==> src/rtl/mem_wb_elastic.sv <==
// MEM/WB pipeline register with a one-entry skid buffer.
// in_ready is registered so it never depends combinationally on out_ready.
module mem_wb_elastic #(
    parameter int DATA_W = 32,
    parameter int REG_W  = 5,
    parameter int CNT_W  = 16
) (
    input  logic              clk,
    input  logic              rst,
    input  logic              flush,
    input  logic              in_valid,
    output logic              in_ready,
    input  logic              write_back_in,
    input  logic              mem_read_in,
    input  logic [REG_W-1:0]  dest_reg_in,
    input  logic [DATA_W-1:0] alu_res_in,
    input  logic [DATA_W-1:0] mem_data_in,
    output logic              out_valid,
    input  logic              out_ready,
    output logic              write_back_out,
    output logic              mem_read_out,
    output logic [REG_W-1:0]  dest_reg_out,
    output logic [DATA_W-1:0] alu_res_out,
    output logic [DATA_W-1:0] mem_data_out,
    output logic [DATA_W-1:0] wb_data,
    output logic              wb_we,
    output logic [1:0]        occupancy,
    output logic [CNT_W-1:0]  retired
);

    typedef struct packed {
        logic              wb;
        logic              mr;
        logic [REG_W-1:0]  dest;
        logic [DATA_W-1:0] alu;
        logic [DATA_W-1:0] mem;
    } ent_t;

    ent_t             main_q, main_d;
    ent_t             skid_q, skid_d;
    logic             main_v_q, main_v_d;
    logic             skid_v_q, skid_v_d;
    logic             in_ready_q, in_ready_d;
    logic [CNT_W-1:0] retired_q, retired_d;

    ent_t in_ent;
    logic accept;
    logic consume;

    assign in_ent = '{wb: write_back_in, mr: mem_read_in, dest: dest_reg_in,
                      alu: alu_res_in, mem: mem_data_in};

    always_comb begin
        main_d   = main_q;
        skid_d   = skid_q;
        main_v_d = main_v_q;
        skid_v_d = skid_v_q;
        accept   = in_valid & in_ready_q;
        consume  = main_v_q & out_ready;

        // skid is only ever full while main is full, so an accept cannot
        // coincide with a skid-to-main promotion
        if (consume) begin
            if (skid_v_q) begin
                main_d   = skid_q;
                main_v_d = 1'b1;
                skid_v_d = 1'b0;
            end else if (accept) begin
                main_d   = in_ent;
                main_v_d = 1'b1;
            end else begin
                main_v_d = 1'b0;
            end
        end else if (accept) begin
            if (main_v_q) begin
                skid_d   = in_ent;
                skid_v_d = 1'b1;
            end else begin
                main_d   = in_ent;
                main_v_d = 1'b1;
            end
        end

        if (flush) begin
            main_v_d = 1'b0;
            skid_v_d = 1'b0;
        end

        // a consume on the flush edge still counts as retired
        retired_d  = retired_q + CNT_W'(consume);
        in_ready_d = ~skid_v_d;
    end

    always_ff @(posedge clk or negedge rst) begin
        if (!rst) begin
            main_q     <= '0;
            skid_q     <= '0;
            main_v_q   <= 1'b0;
            skid_v_q   <= 1'b0;
            in_ready_q <= 1'b1;
            retired_q  <= '0;
        end else begin
            main_q     <= main_d;
            skid_q     <= skid_d;
            main_v_q   <= main_v_d;
            skid_v_q   <= skid_v_d;
            in_ready_q <= in_ready_d;
            retired_q  <= retired_d;
        end
    end

    assign in_ready       = in_ready_q;
    assign out_valid      = main_v_q;
    assign write_back_out = main_q.wb;
    assign mem_read_out   = main_q.mr;
    assign dest_reg_out   = main_q.dest;
    assign alu_res_out    = main_q.alu;
    assign mem_data_out   = main_q.mem;
    assign wb_data        = main_q.mr ? main_q.mem : main_q.alu;
    assign wb_we          = main_v_q & main_q.wb & (main_q.dest != '0);
    assign occupancy      = {1'b0, main_v_q} + {1'b0, skid_v_q};
    assign retired        = retired_q;

endmodule

==> config.mk <==
export PLATFORM = sky130hd
export DESIGN_NAME = mem_wb_elastic
export DESIGN_NICKNAME = d
export VERILOG_FILES = /design/src/rtl/mem_wb_elastic.sv
export SDC_FILE = /design/constraint.sdc
export NUM_CORES = 1
export LEC_CHECK = 0
export CAP_MARGIN = 20
export CORE_MARGIN = 2
export CORE_UTILIZATION = 48
export CTS_CLUSTER_DIAMETER = 80
export DETAILED_ROUTE_END_ITERATION = 8
export PLACE_DENSITY_LB_ADDON = 0.05
export SYNTH_ARGS = -nofsm -noshare
export SYNTH_HDL_FRONTEND = slang
export SYNTH_SLANG_ARGS = --single-unit
==> constraint.sdc <==
create_clock -name clk -period 1.65 [get_ports clk]
set_input_delay 0.165 -clock clk [delete_from_list [all_inputs] [get_ports clk]]
set_output_delay 0.165 -clock clk [all_outputs]
set_load 0.01 [all_outputs]
==> summary.txt <==
Outcome
  – Status: finished with violations
  – Failing checks: setup timing

Pwr
  – Pwr Density: 1210 nW/um2
  – Max rail drop VDD: 0.000820 V
  – P_leak: 5.06 nW

Floorplan
  – Top Ports: 200
  – Area of the die: around 16000 um2
  – Starting Density: 0.493
  – # rows: 44
  – Die Y: 126 um
  – Die width: 126 um
  – Core area: 14600 um2

Detailed routing
  – Routed wire per std cell: roughly 17 um
  – DRT iter0 DRCs: between 150 and 200
  – Vias/cell: just over 5
  – Initial DRT Pass Iterations: 4
  – Overall routed net length: 16.9 mm
  – Wire length on met3: 964 um
  – Vias: ~5100
  – Antenna Violating Nets Remaining: 0
  – Met1 wire length: 7.23 mm
  – Residual DRC count: 0
  – Top layer in use: met4
  – DR WL met2: roughly 8.5 mm

Timing
  – RSZ-0062 raised after global routing: true
  – Period utilization: 1.05
  – Fmax achieved: 576 MHz
  – Slew @ Worst Pin: 0.460 ns
  – Skew final: 0.00945 ns
  – Hold Vio Cnt, Final: 0
  – Setup violations, final: 33
  – Slew headroom: 0.693
  – Min Tclk post-route: roughly 1.7 ns
  – Max Slew Vio Count: 0
  – Setup TNS: -1.77 ns
  – Final worst-path setup slack: -0.0863 ns

Critical path
  – CP max FO: 2
  – Crit path largest cell delay: 0.37 ns
  – Startpoint Class: flip-flop
  – Worst Setup End Kind: output pin
  – Crit path buf inv count: 1
  – Worst path slowest cell: dfrtp_1
  – Critical Path RT: 1.48 ns
  – Reg2reg start: out_valid
  – WS Path Type: flip-flop to output pin
  – Reg2Reg Setup Slack: 0.14 ns
  – Worst Reg-to-Reg Cells: 6
  – Cell Chain, Critical Path: or3_1, o311a_1, buf_2
  – Delay-heaviest family, CP: flip-flops
  – FF-to-FF End: alu_res_out[29]
  – Worst EP arrival: 1.57 ns

Yosys
  – Synth top area share: 0.557
  – Synth Area in XOR/XNOR: 0.0170
  – Synth Area in Compound Gates: 0.0544
  – Synth Area in Adders: 0.00696
  – Post-synthesis cell count: about 570
  – Cell variety after synth: 30
  – Yosys reg bits: between 150 and 200
  – Yosys warnings: 0
  – Largest family of logic cells by synthesized area: multiplexers
  – Mapped Nets: 652
  – Synth async-reset ratio: 1.00
  – Simple-Gate Fraction of Synth Area: 0.0642
  – Top cell type by total area after synthesis: dfrtp_1
  – Post-synth EDFFs: 0
  – Sequential share of the synthesized area: 0.560
  – Commonest cells post-synth: 160 x dfrtp_1, 97 x mux2_2, 77 x nand2_1
  – Area of the mapped netlist: 7190 um2
  – Area contributors post-synth: dfrtp_1 56%, mux2_2 15%, mux2i_1 9.9%
  – Most used DFF post-synth: dfrtp_1
  – Most common cell in the synthesized netlist: dfrtp_1
  – Mux contribution to synthesized area: 0.260
  – Post-Syn Area per Cell: approximately 13 um2

Global route
  – GRT Overall Usage: 0.220
  – Vias in the first global route: roughly 5300
  – Largest net degree at the start of global routing: 48
  – First-pass GRT wire length: between 20 and 30 mm
  – Overflow after GRT: 0
  – Initial antenna violation count: 0

Placement
  – Placer Congestion: around 0.78
  – Buffers on Ports: 199
  – Post-DP Area: 9550 um2
  – DP HPWL: 11.8 mm
  – Placed Cells: 953

Layout
  – Area grow syn2layout: 44.2%
  – Utilization after layout: 0.711
  – Final standard cell area without fillers: 10400 um2
  – Final Net Count: about 880
  – Layout Cells excl Fill: 996
  – Share of cells above drive strength 1: 0.261
  – Ant diodes: 0

Clocking
  – TritonCTS clock tree: yes
  – Clock insertion delay at the later pin of the skew report: 0.41 ns
  – Clock root cell: clkbuf_16
  – H-tree levels: 4
  – Total CTS buffers: 17
  – Clock tree buffer depth: 2
  – Clk slew on worst S/H paths: 0.06 ns
  – Clk sink count: 161

Min path
  – Worst hold path type: input port to asynchronous set/reset pin

Run
  – MaxCap Viol Count: 0
-- through the flow --
| step | total power [W] | setup WS [ns] | hold WS [ns] |
|---|---|---|---|
| 2_1_floorplan | 0.00669 | 0.0896 | -0.131 |
| 3_3_place_gp | 0.00838 | -0.152 | 0.137 |
| 3_5_place_dp | 0.00850 | -0.171 | 0.137 |
| 4_1_cts | 0.0126 | -0.173 | 0.260 |
| 5_1_grt | 0.0132 | -0.136 | 0.297 |
| 6_report | 0.0126 | -0.0863 | 0.244 |
-- cell families (layout without fill, tap and decap cells) --
family	count (synthesis)	count (layout)
xor gates and xnor gates	14	14
muxes	174	174
DFF	161	161
buffers and inverters	37	277
AOI/OAI and AO/OA	76	76
and+or+nand+nor	106	106
adders and majority gates	4	4
-- area by class of cell --
cell class | count | area [um2]
multi-input cells | 374 | 2950
well taps | 184 | 230
clock inverters | 8 | 101
repair buffers | 242 | 2540
clock buffers | 24 | 502
flip-flops and latches | 161 | 4030
fillers | 1065 | 4220
inverters | 3 | 11.3
-- state kept, by name, indices dropped and copies added, names as in the netlist --
register	cells
in_ready	1
retired	16
alu_res_out	32
skid_q	71
mem_data_out	32
dest_reg_out	5
out_valid	1
mem_read_out	1
write_back_out	1
skid_v_q	1
-- layer usage --
metal,GRT usage,vias to the layer above
li1,-,2447
met1,0.276,2507
met2,0.376,134
met3,0.0548,18
met4,0.0724,0
met5,0,-
-- worst max path at each step --
stage / start / end / slack, ns / depth (start not counted)
floorplan: out_valid / retired[10] / 0.09 / 6
global placement: out_ready / skid_q[56] / -0.15 / 5
detailed placement: out_ready / alu_res_out[25] / -0.17 / 7
CTS: mem_read_out / wb_data[14] / -0.17 / 5
global route: dest_reg_out[1] / wb_we / -0.14 / 3
finish: dest_reg_out[1] / wb_we / -0.09 / 3
-- power by group --
part | total [W] | switching, W | internal (W)
sequential | 0.00536 | 0.000575 | 0.00479
clock | 0.00393 | 0.00150 | 0.00243
combinational | 0.00330 | 0.00125 | 0.00205
total | 0.0126 | 0.00332 | 0.00927
-- what timing repair did --
item                                    CTS  global route
hold buffers                              1             0
buffers inserted                          6             4
endpoints found under the hold margin    41             0
endpoints found under the setup margin   38            36
gates resized for setup                 156            48
gates cloned                              3             0
pin swaps                                 0             0
-- layout by cell type (no fill, tap or decap), types with 3 or more instances in the layout --
master,synthesis,routed
buf_12,0,15
buf_2,12,3
buf_4,0,25
buf_6,15,32
clkbuf_16,0,17
clkbuf_8,0,5
clkdlybuf4s50_1,0,158
clkinvlp_4,0,3
dfrtp_1,160,157
dfrtp_2,0,3
dlygate4sd2_1,0,3
ha_1,4,4
inv_1,3,3
mux2_1,6,6
mux2_2,97,84
mux2_4,0,13
mux2i_1,71,71
nand2_1,77,77
nand3_1,6,6
nand4_1,4,4
nor2_1,6,6
nor3_1,3,3
o21ai_0,48,48
o21ai_1,23,23
xnor2_1,6,6
xor2_1,8,8
(Power assumes the default switching activity.)
